[config.mk]
export PLATFORM = sky130hd
export DESIGN_NAME = joy_conditioner
export DESIGN_NICKNAME = d
export VERILOG_FILES = /design/src/rtl/joy_conditioner.sv
export SDC_FILE = /design/constraint.sdc
export NUM_CORES = 1
export LEC_CHECK = 0
export ABC_AREA = 1
export CAP_MARGIN = 20
export CORE_MARGIN = 5
export CORE_UTILIZATION = 40
export CTS_CLUSTER_DIAMETER = 50
export DETAILED_ROUTE_END_ITERATION = 8
export GPL_TIMING_DRIVEN = 0
export HOLD_SLACK_MARGIN = 0.15
export SETUP_SLACK_MARGIN = 0.5
export SLEW_MARGIN = 20
export SYNTH_ARGS = -nofsm -noshare
export SYNTH_HDL_FRONTEND = slang
export SYNTH_SLANG_ARGS = --single-unit
[constraint.sdc]
create_clock -name clk -period 1.94 [get_ports clk]
set_input_delay 0.388 -clock clk [delete_from_list [all_inputs] [get_ports clk]]
set_output_delay 0.388 -clock clk [all_outputs]
set_load 0.005 [all_outputs]
[src/rtl/joy_conditioner.sv]
// Joystick conditioner: resynchronise, debounce, swap and optional autofire for two
// active-low joystick words, plus the Videopac nibble. Autofire is built when JOY_AUTOFIRE_EN is defined.
module joy_conditioner #(
  parameter int TICK_DIV       = 1024,
  parameter int DEBOUNCE_TICKS = 16,
  parameter int AUTOFIRE_DIV   = 4
) (
  input  logic       clk,
  input  logic       reset_n,
  input  logic [7:0] joy1_raw,
  input  logic [7:0] joy2_raw,
  input  logic       swap,
  input  logic [1:0] autofire_on,
  input  logic       joy_sel,
  output logic [7:0] joy1_clean,
  output logic [7:0] joy2_clean,
  output logic [4:0] joy_bus,
  output logic       changed
);

  localparam int PW = (TICK_DIV > 1) ? $clog2(TICK_DIV) : 1;
  localparam int CW = $clog2(DEBOUNCE_TICKS + 1);

  logic [11:0]   sync1_r, sync2_r, clean_r;
  logic [CW-1:0] cnt_r [12];
  logic [PW-1:0] presc_r;
  logic          tick_s;
  logic [5:0]    pa_s, pb_s, fa_s, fb_s;
  logic [7:0]    j1_nxt_s, j2_nxt_s;
  logic [4:0]    bus_nxt_s;
  logic          unused_s;

  assign unused_s = ^{joy1_raw[7:6], joy2_raw[7:6]};

  // Directions opposing each other cancel to released; either fire button reports fire.
  function automatic logic [4:0] to_bus(input logic [5:0] p);
    logic socd_ud, socd_lr;
    socd_ud = ~p[3] & ~p[2];
    socd_lr = ~p[1] & ~p[0];
    return {p[4] & p[5], p[1] | socd_lr, p[2] | socd_ud, p[0] | socd_lr, p[3] | socd_ud};
  endfunction

  // Two-flop synchroniser for the 12 used raw bits
  always_ff @(posedge clk or negedge reset_n) begin
    if (!reset_n) begin
      sync1_r <= 12'hFFF;
      sync2_r <= 12'hFFF;
    end else begin
      sync1_r <= {joy2_raw[5:0], joy1_raw[5:0]};
      sync2_r <= sync1_r;
    end
  end

  assign tick_s = (presc_r == PW'(TICK_DIV - 1));

  // Sample-tick prescaler
  always_ff @(posedge clk or negedge reset_n) begin
    if (!reset_n) begin
      presc_r <= '0;
    end else if (tick_s) begin
      presc_r <= '0;
    end else begin
      presc_r <= presc_r + PW'(1);
    end
  end

  // Per-bit debounce: a disagreement must persist for DEBOUNCE_TICKS consecutive ticks
  always_ff @(posedge clk or negedge reset_n) begin
    if (!reset_n) begin
      clean_r <= 12'hFFF;
      for (int i = 0; i < 12; i++) cnt_r[i] <= '0;
    end else if (tick_s) begin
      for (int i = 0; i < 12; i++) begin
        if (sync2_r[i] == clean_r[i]) begin
          cnt_r[i] <= '0;
        end else if (cnt_r[i] == CW'(DEBOUNCE_TICKS - 1)) begin
          clean_r[i] <= sync2_r[i];
          cnt_r[i]   <= '0;
        end else begin
          cnt_r[i] <= cnt_r[i] + CW'(1);
        end
      end
    end
  end

  assign pa_s = swap ? clean_r[11:6] : clean_r[5:0];
  assign pb_s = swap ? clean_r[5:0]  : clean_r[11:6];

`ifdef JOY_AUTOFIRE_EN
  localparam int AW = (AUTOFIRE_DIV > 1) ? $clog2(AUTOFIRE_DIV) : 1;

  logic [1:0]    phase_r;
  logic [AW-1:0] af_cnt_r [2];
  logic [1:0]    af_act_s;

  // Autofire follows the post-swap position, so enable bit 0 drives output player 1
  assign af_act_s = {autofire_on[1] & ~pb_s[4], autofire_on[0] & ~pa_s[4]};

  // Autofire phase and half-period counters
  always_ff @(posedge clk or negedge reset_n) begin
    if (!reset_n) begin
      phase_r <= 2'b00;
      for (int p = 0; p < 2; p++) af_cnt_r[p] <= '0;
    end else begin
      for (int p = 0; p < 2; p++) begin
        if (!af_act_s[p]) begin
          phase_r[p]  <= 1'b0;
          af_cnt_r[p] <= '0;
        end else if (tick_s) begin
          if (af_cnt_r[p] == AW'(AUTOFIRE_DIV - 1)) begin
            af_cnt_r[p] <= '0;
            phase_r[p]  <= ~phase_r[p];
          end else begin
            af_cnt_r[p] <= af_cnt_r[p] + AW'(1);
          end
        end
      end
    end
  end

  // Substitute the autofire phase for fire1 while active
  always_comb begin
    fa_s = pa_s;
    fb_s = pb_s;
    if (af_act_s[0]) begin
      fa_s[4] = phase_r[0];
    end else begin
      fa_s[4] = pa_s[4];
    end
    if (af_act_s[1]) begin
      fb_s[4] = phase_r[1];
    end else begin
      fb_s[4] = pb_s[4];
    end
  end
`else
  logic unused_af_s;
  assign unused_af_s = ^autofire_on;
  assign fa_s = pa_s;
  assign fb_s = pb_s;
`endif

  // Next output values
  always_comb begin
    j1_nxt_s  = {2'b11, fa_s};
    j2_nxt_s  = {2'b11, fb_s};
    bus_nxt_s = to_bus(joy_sel ? fb_s : fa_s);
  end

  // Registered outputs and change strobe
  always_ff @(posedge clk or negedge reset_n) begin
    if (!reset_n) begin
      joy1_clean <= 8'hFF;
      joy2_clean <= 8'hFF;
      joy_bus    <= 5'h1F;
      changed    <= 1'b0;
    end else begin
      joy1_clean <= j1_nxt_s;
      joy2_clean <= j2_nxt_s;
      joy_bus    <= bus_nxt_s;
      changed    <= ({j1_nxt_s, j2_nxt_s, bus_nxt_s} != {joy1_clean, joy2_clean, joy_bus});
    end
  end

endmodule
==> results.sh <==
export IMPL_drt_antenna_violating_nets=0
export IMPL_clkLatencyLatePin_ns=0.42
export IMPL_yosysSeqAreaShare_pct=54.1
export IMPL_area_delta_synth_final_pct=33.2
export IMPL_vias=4660
export IMPL_place_inst=882
export IMPL_syn_cell_area_sq_mm=0.00585
export IMPL_stdcell_area_sq_mm=0.00779
export IMPL_grtUsageTotal_pct=17.0
export IMPL_dpl_cell_area_sq_mm=0.00646
export IMPL_grt_pass1_vias=4478
export IMPL_drc=0
export IMPL_required_ns=2.24
export IMPL_grt_max_degree=67
export IMPL_cts_sinks=124
export IMPL_yosys_area_top_type="dfrtp_1"
export IMPL_syn_inst=663
export IMPL_critical_path_class="flip-flop to flip-flop"
export IMPL_synth_compound_area_share_pct=8.27
export IMPL_setup_viol=0
export IMPL_yosys_area_share_adder_pct=2.78
export IMPL_ff2ff_setup_slack_ns=0.27
export IMPL_io_pins=44
export IMPL_insertedDiodeCount=0
export IMPL_synth_top_area_share_pct=30.4
export IMPL_routed_wl_mm=14.1
export IMPL_cp_start_kind="flip-flop"
export IMPL_finalHoldViolCount=0
export IMPL_arrival_ns=1.97
export IMPL_drive_gt1_share_pct=30.2
export IMPL_ys_ff_latch=124
export IMPL_clk_pin_slew_ns=0.06
export IMPL_grt_pass1_wl_mm=22.1
export IMPL_synth_top_family_by_area="simple AND/OR/NAND/NOR gates"
export IMPL_hold_path_class="primary input to flip-flop"
export IMPL_die_w_um=131
export IMPL_fin_nets=796
export IMPL_fin_util_pct=54.0
export IMPL_cp_max_fo=10
export IMPL_core_area_sq_mm=0.0144
export IMPL_dp_hpwl_mm=8.75
export IMPL_io_buffers=31
export IMPL_rows=44
export IMPL_yosys_area_share_simple_pct=21.9
export IMPL_timing_final_crit_share_pct=85.9
export IMPL_drtIter0Drc=248
export IMPL_yosys_warnings=0
export IMPL_p_switching_w=0.00132
export IMPL_start_util_pct=40.6
export IMPL_synth_xor_area_share_pct=4.64
export IMPL_synthTopCellsByArea="dfrtp_1 30%, dfstp_2 24%, nand2_1 11%, inv_1 5.1%, nand3_1 4.3%"
export IMPL_die_area_sq_mm=0.0172
export IMPL_finalMaxSlewViolations=0
export IMPL_final_cells=958
export IMPL_ir_drop_uv=640
export IMPL_slew_headroom_pct=58.2
export IMPL_fin_crit_ns=1.67
export IMPL_firstDrtPassIters=5
export IMPL_p_seq_share_pct=45.8
export IMPL_fp_dieH_um=131
export IMPL_syn_area_per_cell_sq_um=8.83
export IMPL_power_internal_w=0.00449
export IMPL_cts_buffer_depth=2
export IMPL_cts_root_buf="clkbuf_16"
export IMPL_status="finished, final reports clean"
export IMPL_yosysUniqueCellTypes=33
export IMPL_antenna_found_initial=0
export IMPL_via_per_inst=4.86
export IMPL_clock_fmax_ghz=0.600
export IMPL_wire_per_inst_um=14.7
export IMPL_endpoint_kind="flip-flop"
export IMPL_max_slew_worst_pin_slew_ns=0.627
export IMPL_grt_setup_unrepaired="true"
export IMPL_skew_ns=0.00867
export IMPL_cts_buffers=17
export IMPL_max_cap_violations=0
export IMPL_power_leakage_nw=3.65
export IMPL_p_clk_share_pct=50.6
export IMPL_synth_mux_area_share_pct=0.684
export IMPL_timing_final_ws_setup_ns=0.274
export IMPL_cts_tree="yes"
export IMPL_grt_overflow_total=0
export IMPL_dp_slack_ns=0.172
export IMPL_swShare_pct=22.7
export IMPL_cts_htree_levels=4
export IMPL_powerDensity_mw_per_mm2=745
export IMPL_place_congestion=0.846
export IMPL_power_frac_comb_pct=3.6
[timing repair]
action,in CTS,in global routing
setup endpoints to repair,96,98
hold endpoints to repair,33,0
pin swaps,11,11
resized for setup,135,72
cloned,3,2
hold buffers,1,0
setup buffers,30,8
[cells in the final DEF (no fill, tap or decap), types with 19 or more instances in the layout]
cell type | netlist | routed
a21oi_1 | 39 | 36
o21ai_0 | 42 | 20
inv_1 | 79 | 76
nand3_1 | 50 | 47
buf_6 | 3 | 25
xor2_1 | 25 | 24
dfstp_2 | 53 | 53
clkbuf_16 | 0 | 23
buf_4 | 8 | 37
nand2_2 | 1 | 20
nor2_1 | 48 | 43
o21ai_1 | 6 | 19
nand2_1 | 171 | 147
dfrtp_1 | 71 | 70
[area by class of cell]
type	count	area (sq um)
buffer	20	274
clock buffer	22	485
tap	184	230
timing repair buffer	76	772
sequential	124	3170
multi-input combinational	441	2490
clock inverter	10	63.8
inverter	81	309
fill	1256	6630
[path summary, 6_finish.rpt]
check                                      from                      end  cells after the start
setup / recovery           presc_r[1]$_DFF_PN0_    cnt_r[52]$_DFFE_PN0N_                      9
hold / removal                             swap  joy1_clean[0]$_DFF_PN1_                      3
setup reg to reg           presc_r[1]$_DFF_PN0_    cnt_r[52]$_DFFE_PN0N_                      9
hold reg to reg            sync1_r[7]$_DFF_PN1_     sync2_r[7]$_DFF_PN1_                      0
max in group asynchronous               reset_n     sync1_r[4]$_DFF_PN1_                      3
min in group asynchronous               reset_n     presc_r[7]$_DFF_PN0_                      2
[cells by family after synthesis]
kind of cell	after synthesis
muxes	4
buffers and inverters	101
adders and majority gates	13
AOI/OAI and AO/OA	94
other	1
and+or+nand+nor	295
xor gates and xnor gates	31
DFF	124
[through the flow]
stage / total power (W) / TNS (ns) / hold slack [ns]
finish: 0.00581 / 0 / 0.274
global route: 0.00604 / 0 / 0.289
CTS: 0.00585 / 0 / 0.260
detailed placement: 0.00290 / 0 / 0.347
global placement: 0.00289 / -463.84 / 0.346
floorplan: 0.00278 / 0 / 0.0924
[power by group through the flow]
stage                     clock [W]  combinational, W  sequential (W)
after global placement            0          0.000189         0.00270
after global routing        0.00314          0.000237         0.00266
after CTS                   0.00299          0.000206         0.00266
after detailed placement          0          0.000197         0.00270
after floorplan                   0         0.0000803         0.00270
final                       0.00294          0.000210         0.00266
[registers in the layout (all words and copies together) (netlist names)]
register    count
changed         1
clean_r        12
cnt_r          60
joy1_clean      6
joy2_clean      6
joy_bus         5
presc_r        10
sync1_r        12
sync2_r        12
[routing by layer]
layer | vias to the layer above | track usage (%) | routed length [um]
met5 | - | 0 | 0
li1 | 2314 | - | -
met2 | 63 | 27.5 | 7010
met1 | 2271 | 22.3 | 6370
met3 | 12 | 4.39 | 573
met4 | 0 | 5.63 | 158
[Yosys cell counts (all sizes together)]
cell	count
nand3	53
mux2i	4
buf	16
xnor2	6
or2	1
o22ai	3
nand4	6
dfstp	53
ha	13
o21ai	48
nand3b	1
dfrtp	71
inv	81
a21boi	2
xor2	25
nand2	172
a21oi	39
nor2	51
conb	1
clkbuf	4
nor3	11
o31ai	2
[worst max-delay path, cell delays in order (launching register included)]
cell	delay (ns)
dfrtp_1	0.39
ha_4	0.17
nand2_4	0.06
nor3_4	0.19
nand4_4	0.16
inv_1	0.12
nand2_4	0.09
buf_8	0.17
a21oi_1	0.13
nor2_1	0.06
No activity file was read; power rests on OpenSTA's default activity.
